File: config.mk
export PLATFORM = sky130hd
export DESIGN_NAME = msg_arbiter
export DESIGN_NICKNAME = d
export VERILOG_FILES = /design/src/rtl/msg_arbiter_pkg.sv /design/src/rtl/msg_arbiter_rr_pick.sv /design/src/rtl/msg_arbiter.sv
export SDC_FILE = /design/constraint.sdc
export NUM_CORES = 1
export LEC_CHECK = 0
export ABC_AREA = 1
export ABC_CLOCK_PERIOD_IN_PS = 1500
export CAP_MARGIN = 20
export CORE_MARGIN = 1
export CORE_UTILIZATION = 37
export DETAILED_ROUTE_END_ITERATION = 10
export PLACE_DENSITY = 0.76
export SETUP_SLACK_MARGIN = 0.2
export SYNTH_ARGS = -nofsm -noshare
export SYNTH_HDL_FRONTEND = slang
export SYNTH_SLANG_ARGS = --single-unit
File: constraint.sdc
create_clock -name CLK -period 1.5 [get_ports CLK]
set_clock_uncertainty 0.05 [all_clocks]
set_input_delay 0.3 -clock CLK [delete_from_list [all_inputs] [get_ports CLK]]
set_output_delay 0.3 -clock CLK [all_outputs]
set_load 0.01 [all_outputs]
File: src/rtl/msg_arbiter_pkg.sv
// Shared types and header layout for the message arbiter.
// Header word: {5'b0, parity, source[1:0], length[7:0]}.
package msg_arbiter_pkg;

   typedef enum logic [2:0] {
      S_IDLE,
      S_START,
      S_LATCH,
      S_HDR,
      S_READ,
      S_DRAIN
   } state_t;

   localparam int PAR_BIT      = 10;
   localparam int SRC_LSB      = 8;
   localparam int LEN_LSB      = 0;
   localparam int AFULL_MARGIN = 3;

   function automatic logic [15:0] mk_hdr(input logic par, input logic [1:0] src,
                                          input logic [7:0] len);
      logic [15:0] h;
      h                  = '0;
      h[PAR_BIT]         = par;
      h[SRC_LSB +: 2]    = src;
      h[LEN_LSB +: 8]    = len;
      return h;
   endfunction

endpackage

File: src/rtl/msg_arbiter_rr_pick.sv
// Round-robin candidate picker: first set request bit at or after i_ptr, wrapping.
// Purely combinational.
module rr_pick #(
   parameter int N_SRC = 2,
   parameter int SRC_W = 2
) (
   input  logic [N_SRC-1:0] i_req,
   input  logic [SRC_W-1:0] i_ptr,
   output logic             o_vld,
   output logic [SRC_W-1:0] o_idx
);

   // Scan two laps so the wrap-around needs no modulo on i_ptr.
   always_comb begin
      o_vld = 1'b0;
      o_idx = '0;
      for (int k = 0; k < 2 * N_SRC; k++) begin
         if (!o_vld && (k >= int'(i_ptr)) && i_req[k % N_SRC]) begin
            o_vld = 1'b1;
            o_idx = SRC_W'(k % N_SRC);
         end
      end
   end

endmodule

File: src/rtl/msg_arbiter.sv
// Arbitrates whole messages from N_SRC source FIFOs into one output FIFO.
// Header then len data words; reads pause while OUT_AFULL is high.
module msg_arbiter
   import msg_arbiter_pkg::*;
#(
   parameter int N_SRC = 2,
   parameter int SRC_W = 2
) (
   input  logic                  CLK,
   input  logic                  RST,
   input  logic [N_SRC-1:0]      SRC_EN,
   input  logic [N_SRC-1:0]      GOT_FULL_MESSAGE,
   input  logic [8*N_SRC-1:0]    MSG_LEN,
   input  logic [N_SRC-1:0]      PARITY_IN,
   input  logic [16*N_SRC-1:0]   FIFO_Q,
   output logic [N_SRC-1:0]      MSG_START,
   output logic [N_SRC-1:0]      RD_REQ,
   output logic [15:0]           OUT_DATA,
   output logic                  OUT_WR,
   input  logic                  OUT_AFULL,
   output logic                  BUSY
);

   state_t            r_state, w_state_nxt;
   logic [SRC_W-1:0]  r_ptr, r_gnt;
   logic [7:0]        r_len, r_cnt;
   logic              r_par, r_rd_d;

   logic              w_pick_vld;
   logic [SRC_W-1:0]  w_pick_idx;
   logic              w_start, w_rd, w_hdr_wr;
   logic [N_SRC-1:0]  w_gnt_oh;
   logic [7:0]        w_len_sel;
   logic              w_par_sel;
   logic [15:0]       w_fifo_sel;

   rr_pick #(.N_SRC(N_SRC), .SRC_W(SRC_W)) u_rr_pick (
      .i_req (SRC_EN & GOT_FULL_MESSAGE),
      .i_ptr (r_ptr),
      .o_vld (w_pick_vld),
      .o_idx (w_pick_idx)
   );

   always_comb begin
      w_gnt_oh   = '0;
      w_len_sel  = '0;
      w_par_sel  = 1'b0;
      w_fifo_sel = '0;
      for (int i = 0; i < N_SRC; i++) begin
         if (r_gnt == SRC_W'(i)) begin
            w_gnt_oh[i] = 1'b1;
            w_len_sel   = MSG_LEN[8*i +: 8];
            w_par_sel   = PARITY_IN[i];
            w_fifo_sel  = FIFO_Q[16*i +: 16];
         end
      end
   end

   always_comb begin
      w_state_nxt = r_state;
      w_start     = 1'b0;
      w_rd        = 1'b0;
      w_hdr_wr    = 1'b0;
      case (r_state)
         S_IDLE:  if (w_pick_vld) w_state_nxt = S_START;
         S_START: begin
            w_start     = 1'b1;
            w_state_nxt = S_LATCH;
         end
         S_LATCH: w_state_nxt = S_HDR;
         S_HDR: begin
            if (!OUT_AFULL) begin
               w_hdr_wr    = 1'b1;
               w_state_nxt = (r_len != 8'd0) ? S_READ : S_DRAIN;
            end
         end
         S_READ: begin
            if (!OUT_AFULL) begin
               w_rd = 1'b1;
               if (8'(r_cnt + 8'd1) == r_len) w_state_nxt = S_DRAIN;
            end
         end
         S_DRAIN: w_state_nxt = S_IDLE;
         default: w_state_nxt = S_IDLE;
      endcase
   end

   always_ff @(posedge CLK or negedge RST) begin
      if (!RST) begin
         r_state <= S_IDLE;
         r_ptr   <= '0;
         r_gnt   <= '0;
         r_len   <= '0;
         r_par   <= 1'b0;
         r_cnt   <= '0;
         r_rd_d  <= 1'b0;
      end else begin
         r_state <= w_state_nxt;
         r_rd_d  <= w_rd;
         if (r_state == S_IDLE && w_pick_vld) r_gnt <= w_pick_idx;
         if (r_state == S_LATCH) begin
            r_len <= w_len_sel;
            r_par <= w_par_sel;
            r_cnt <= '0;
         end
         if (w_rd) r_cnt <= r_cnt + 8'd1;
         if (r_state == S_DRAIN)
            r_ptr <= (r_gnt == SRC_W'(N_SRC - 1)) ? '0 : r_gnt + 1'b1;
      end
   end

   // Header is written straight from HDR; data lands the cycle after its read request.
   always_comb begin
      OUT_DATA = '0;
      if (w_hdr_wr)    OUT_DATA = mk_hdr(r_par, 2'(r_gnt), r_len);
      else if (r_rd_d) OUT_DATA = w_fifo_sel;
   end

   assign OUT_WR    = w_hdr_wr | r_rd_d;
   assign MSG_START = w_start ? w_gnt_oh : '0;
   assign RD_REQ    = w_rd ? w_gnt_oh : '0;
   assign BUSY      = (r_state != S_IDLE);

endmodule

==> impl_summary.md <==
Timing
The achievable frequency is 478.9 MHz. The total of endpoints with negative setup slack in the final report is 44. The final period utilization is 139.2%. The final hold violation count is 0.

The pin slew with the least headroom to its limit is 0.4712 ns. Setup slack on the critical path of the routed design comes to -0.5882 ns. The number of max-slew violations in the final report is 0. Setup repair after global routing could not meet its margin everywhere. For the finished layout, the period the worst path requires is 2.088 ns.

In this run the tightest slew margin relative to its limit is 68.30%.

Worst setup path
STA classifies the critical path startpoint as a flop. The nature of the critical path endpoint is an output pin. The data arrival time of the critical path is 1.74 ns. The worst setup path is of the reg2out kind. The startpoint identified for the worst register-to-register timing path is r_state[0]. The maximum net fanout on the critical path is 3. Tracing the worst setup path back leads to its startpoint at r_state[0]. For the worst setup path, the data required time is 1.15 ns.

Route
The total via count in the routed design is 2474. The ratio of routed vias to standard cells is 5.425. The average wire per cell in the routed design is 16.72 um. The count of unresolved DRC violations after routing is 0. The detailed-router iteration count before antenna repair is 4. In this run the remaining antenna-violating nets after routing total 0.

The first routing iteration left 140 violations. The final routed wirelength across all metal layers is 7626 um.

Final layout
At the end of the flow the core is filled with cells to 78.99%. In the final layout, the multi-input gates occupy 1310 um2. Cells with a size suffix above 1 make up 40.59% of the layout.

The non-filler instance count after layout is 456. The number of diodes added for antenna fixing is 0. The area growth from synthesis to final layout is 104.4%. The number of nets in the final layout is 463. The number of inserted filler cells in the final layout is 285. The total area of sequential cells is 575.6 um2. The cell area after layout is 3440 um2.

Outcome
The final reports fail on negative setup slack. The flow ran to the end, but the final reports show violations.

Logic synthesis
The mapped netlist covers 1683 um2. The share of flip-flops with an asynchronous set or reset after synthesis is 100.0%. The cell type with the largest total area after synthesis is dfrtp_1.

The gate count of the mapped netlist is 258. For this run, the register share of the synthesized area comes to 34.20%. Sorting the synthesized cells by how often they occur yields nand2_1 (76), nor2_1 (42), nand3_1 (27), dfrtp_1 (23), inv_1 (22). Of the post-synthesis cell area, the dominant cell type holds 34.20%. The number of flops mapped to enable cells by yosys is 0. Ranked by total cell area, the synthesized netlist is headed by dfrtp_1 (34%), nand2_1 (17%), nor2_1 (9.4%).

The most frequent cell after synthesis is nand2_1. The Yosys step of the flow raised 0 warnings. In this run, synthesis produced a sequential element count of 23. The per-instance average area after synthesis is 6.523 um2. When the netlist entered floorplanning its net count stood at 316. In the synthesized netlist the dominant register cell turns out to be dfrtp_1. The count of cell types in the netlist is 31.

Die
The area enclosed by the die boundary is 4822 um2. The total area inside the core boundary comes to 4354 um2. The height of the die is 69.44 um. The number of placement rows is 24. In this run the horizontal extent of the chip is 69.44 um.

The starting utilization of the core area is 38.65%. Pin placement for this block handled 79 I/O pins.

Pwr
The leakage component of the power is 1.599 nW. The largest voltage drop on the vdd net is 0.0009900 V. Dividing total power by cell area gives a power density of 1515 nW/um2.

The power after layout is 0.005211 W.

Run
The tool flagged a number of max-cap violations equal to 0.

Clock tree
The post-CTS clock slew at the launch and capture registers of the worst setup and hold paths is 0.09 ns. The clock sink total is 23. The quantity of hold-fixing buffers added after cts is 0. The TritonCTS clock tree is yes. The root buffer selected by CTS is clkbuf_8.

The insertion delay of the later-clocked pin in the worst-skew pair is 0.27 ns. In this run, CTS created clock tree buffers numbering 3. The longest clock path from root to sink contains 2 buffers.

The total number of H-tree levels is 1.

Placed design
The final weighted congestion in routability-driven placement is 0.8692. The count of buffers added on input and output ports is 78. The estimated wirelength of the detail-placed design is 4421 um. The placed instances occupy a cell area of 2914 um2.

OpenSTA, run right after detailed placement, puts the worst setup slack at -0.7782 ns. Once placement completed, the tool counted placed cells totaling 428.

Global routing
Across every metal layer, demand over resource in global routing totals 27.05%. The initial antenna violation count is 0. The number of global-route vias before repair is 2320. The first-pass GRT wire length is 10410 um. The total congestion overflow after global routing is 0.

Entering global routing, the biggest net connects 24 pins.

Min path
The worst hold path belongs to the class in2async.
[worst paths after layout]
kind,end,slack [ns],depth (start not counted)
min,r_len[2],0.33,2
min reg2reg,r_ptr[0],0.50,2
max,RD_REQ[0],-0.59,10
max reg2reg,r_state[0],-0.49,13
min in group CLK,r_ptr[0],0.50,2
max in group asynchronous,r_gnt[0],0.83,2
[cells in the final DEF (no fill, tap or decap), types with 3 or more instances in the layout]
master / instances
buf_4: 45
nor2_1: 28
o32ai_2: 4
nand3_1: 22
nand2_4: 3
buf_8: 3
nor2_2: 4
buf_6: 24
o21ai_2: 5
a21oi_2: 8
clkbuf_8: 3
dfrtp_1: 23
clkdlybuf4s50_1: 56
nor2_4: 14
inv_2: 7
nand2_1: 73
buf_2: 18
o31ai_2: 3
nand3_2: 4
o21ai_0: 3
inv_1: 17
a31oi_1: 8
[through the flow]
| step | TNS (ns) | hold slack, ns |
|---|---|---|
| after floorplan | -1.003 | -0.04559 |
| after global placement | -15.39 | 0.4298 |
| after detailed placement | -15.84 | 0.4357 |
| after CTS | -10.83 | 0.3393 |
| after global routing | -17.64 | 0.3468 |
| final | -15.04 | 0.3345 |
[critical path: stages, from the launching register on]
cell     delay [ns]
dfrtp_1        0.40
buf_6          0.13
buf_6          0.12
nor2_4         0.10
inv_2          0.06
nor2_4         0.13
inv_2          0.07
nor2_4         0.16
inv_4          0.08
nor2_4         0.12
buf_6          0.11
[logic make-up after synthesis]
| kind of cell | synth area share, % |
|---|---|
| simple gates | 40.82 |
| fa+ha+maj | 0.7434 |
| xor+xnor | 1.041 |
| buf+inv | 8.402 |
| flops | 34.20 |
| compound gates | 14.80 |
[repair_timing]
item,in CTS,in global routing
setup buffers,16,6
pin swaps,6,11
setup endpoints to repair,43,44
gates resized for setup,138,49
cloned,2,0
[sequential cells by signal, summed over array words and instances, names as in the netlist]
| name | count |
|---|---|
| r_cnt | 8 |
| r_len | 8 |
| r_state | 3 |
| r_gnt | 1 |
| r_par | 1 |
| r_ptr | 1 |
| r_rd_d | 1 |
[where the power goes]
group	internal, W	leakage (nW)	switching (W)	total, W
clock	0.000186	0.0255	0.000220	0.000406
combinational	0.00178	1.29	0.00198	0.00376
sequential	0.000830	0.288	0.000217	0.00105
total	0.00280	1.60	0.00241	0.00521
[area by class of cell]
| type | count | share of cell area, % |
|---|---|---|
| well taps | 52 | 1.892 |
| flip-flops and latches | 23 | 16.73 |
| multi-input cells | 202 | 38.09 |
| repair buffers | 148 | 38.81 |
| clock buffers | 3 | 1.200 |
| inverters | 27 | 3.128 |
| clock inverters | 1 | 0.1455 |
[layer usage]
layer | vias to the layer above | global-route usage (%) | wire [um]
li1 | 1152 | - | -
met1 | 1158 | 33.12 | 2768
met2 | 132 | 47.03 | 3874
met3 | 32 | 4.506 | 666
met4 | 0 | 10.88 | 316
met5 | - | 0 | 0
Note: power is estimated with default switching activity, not from simulation.
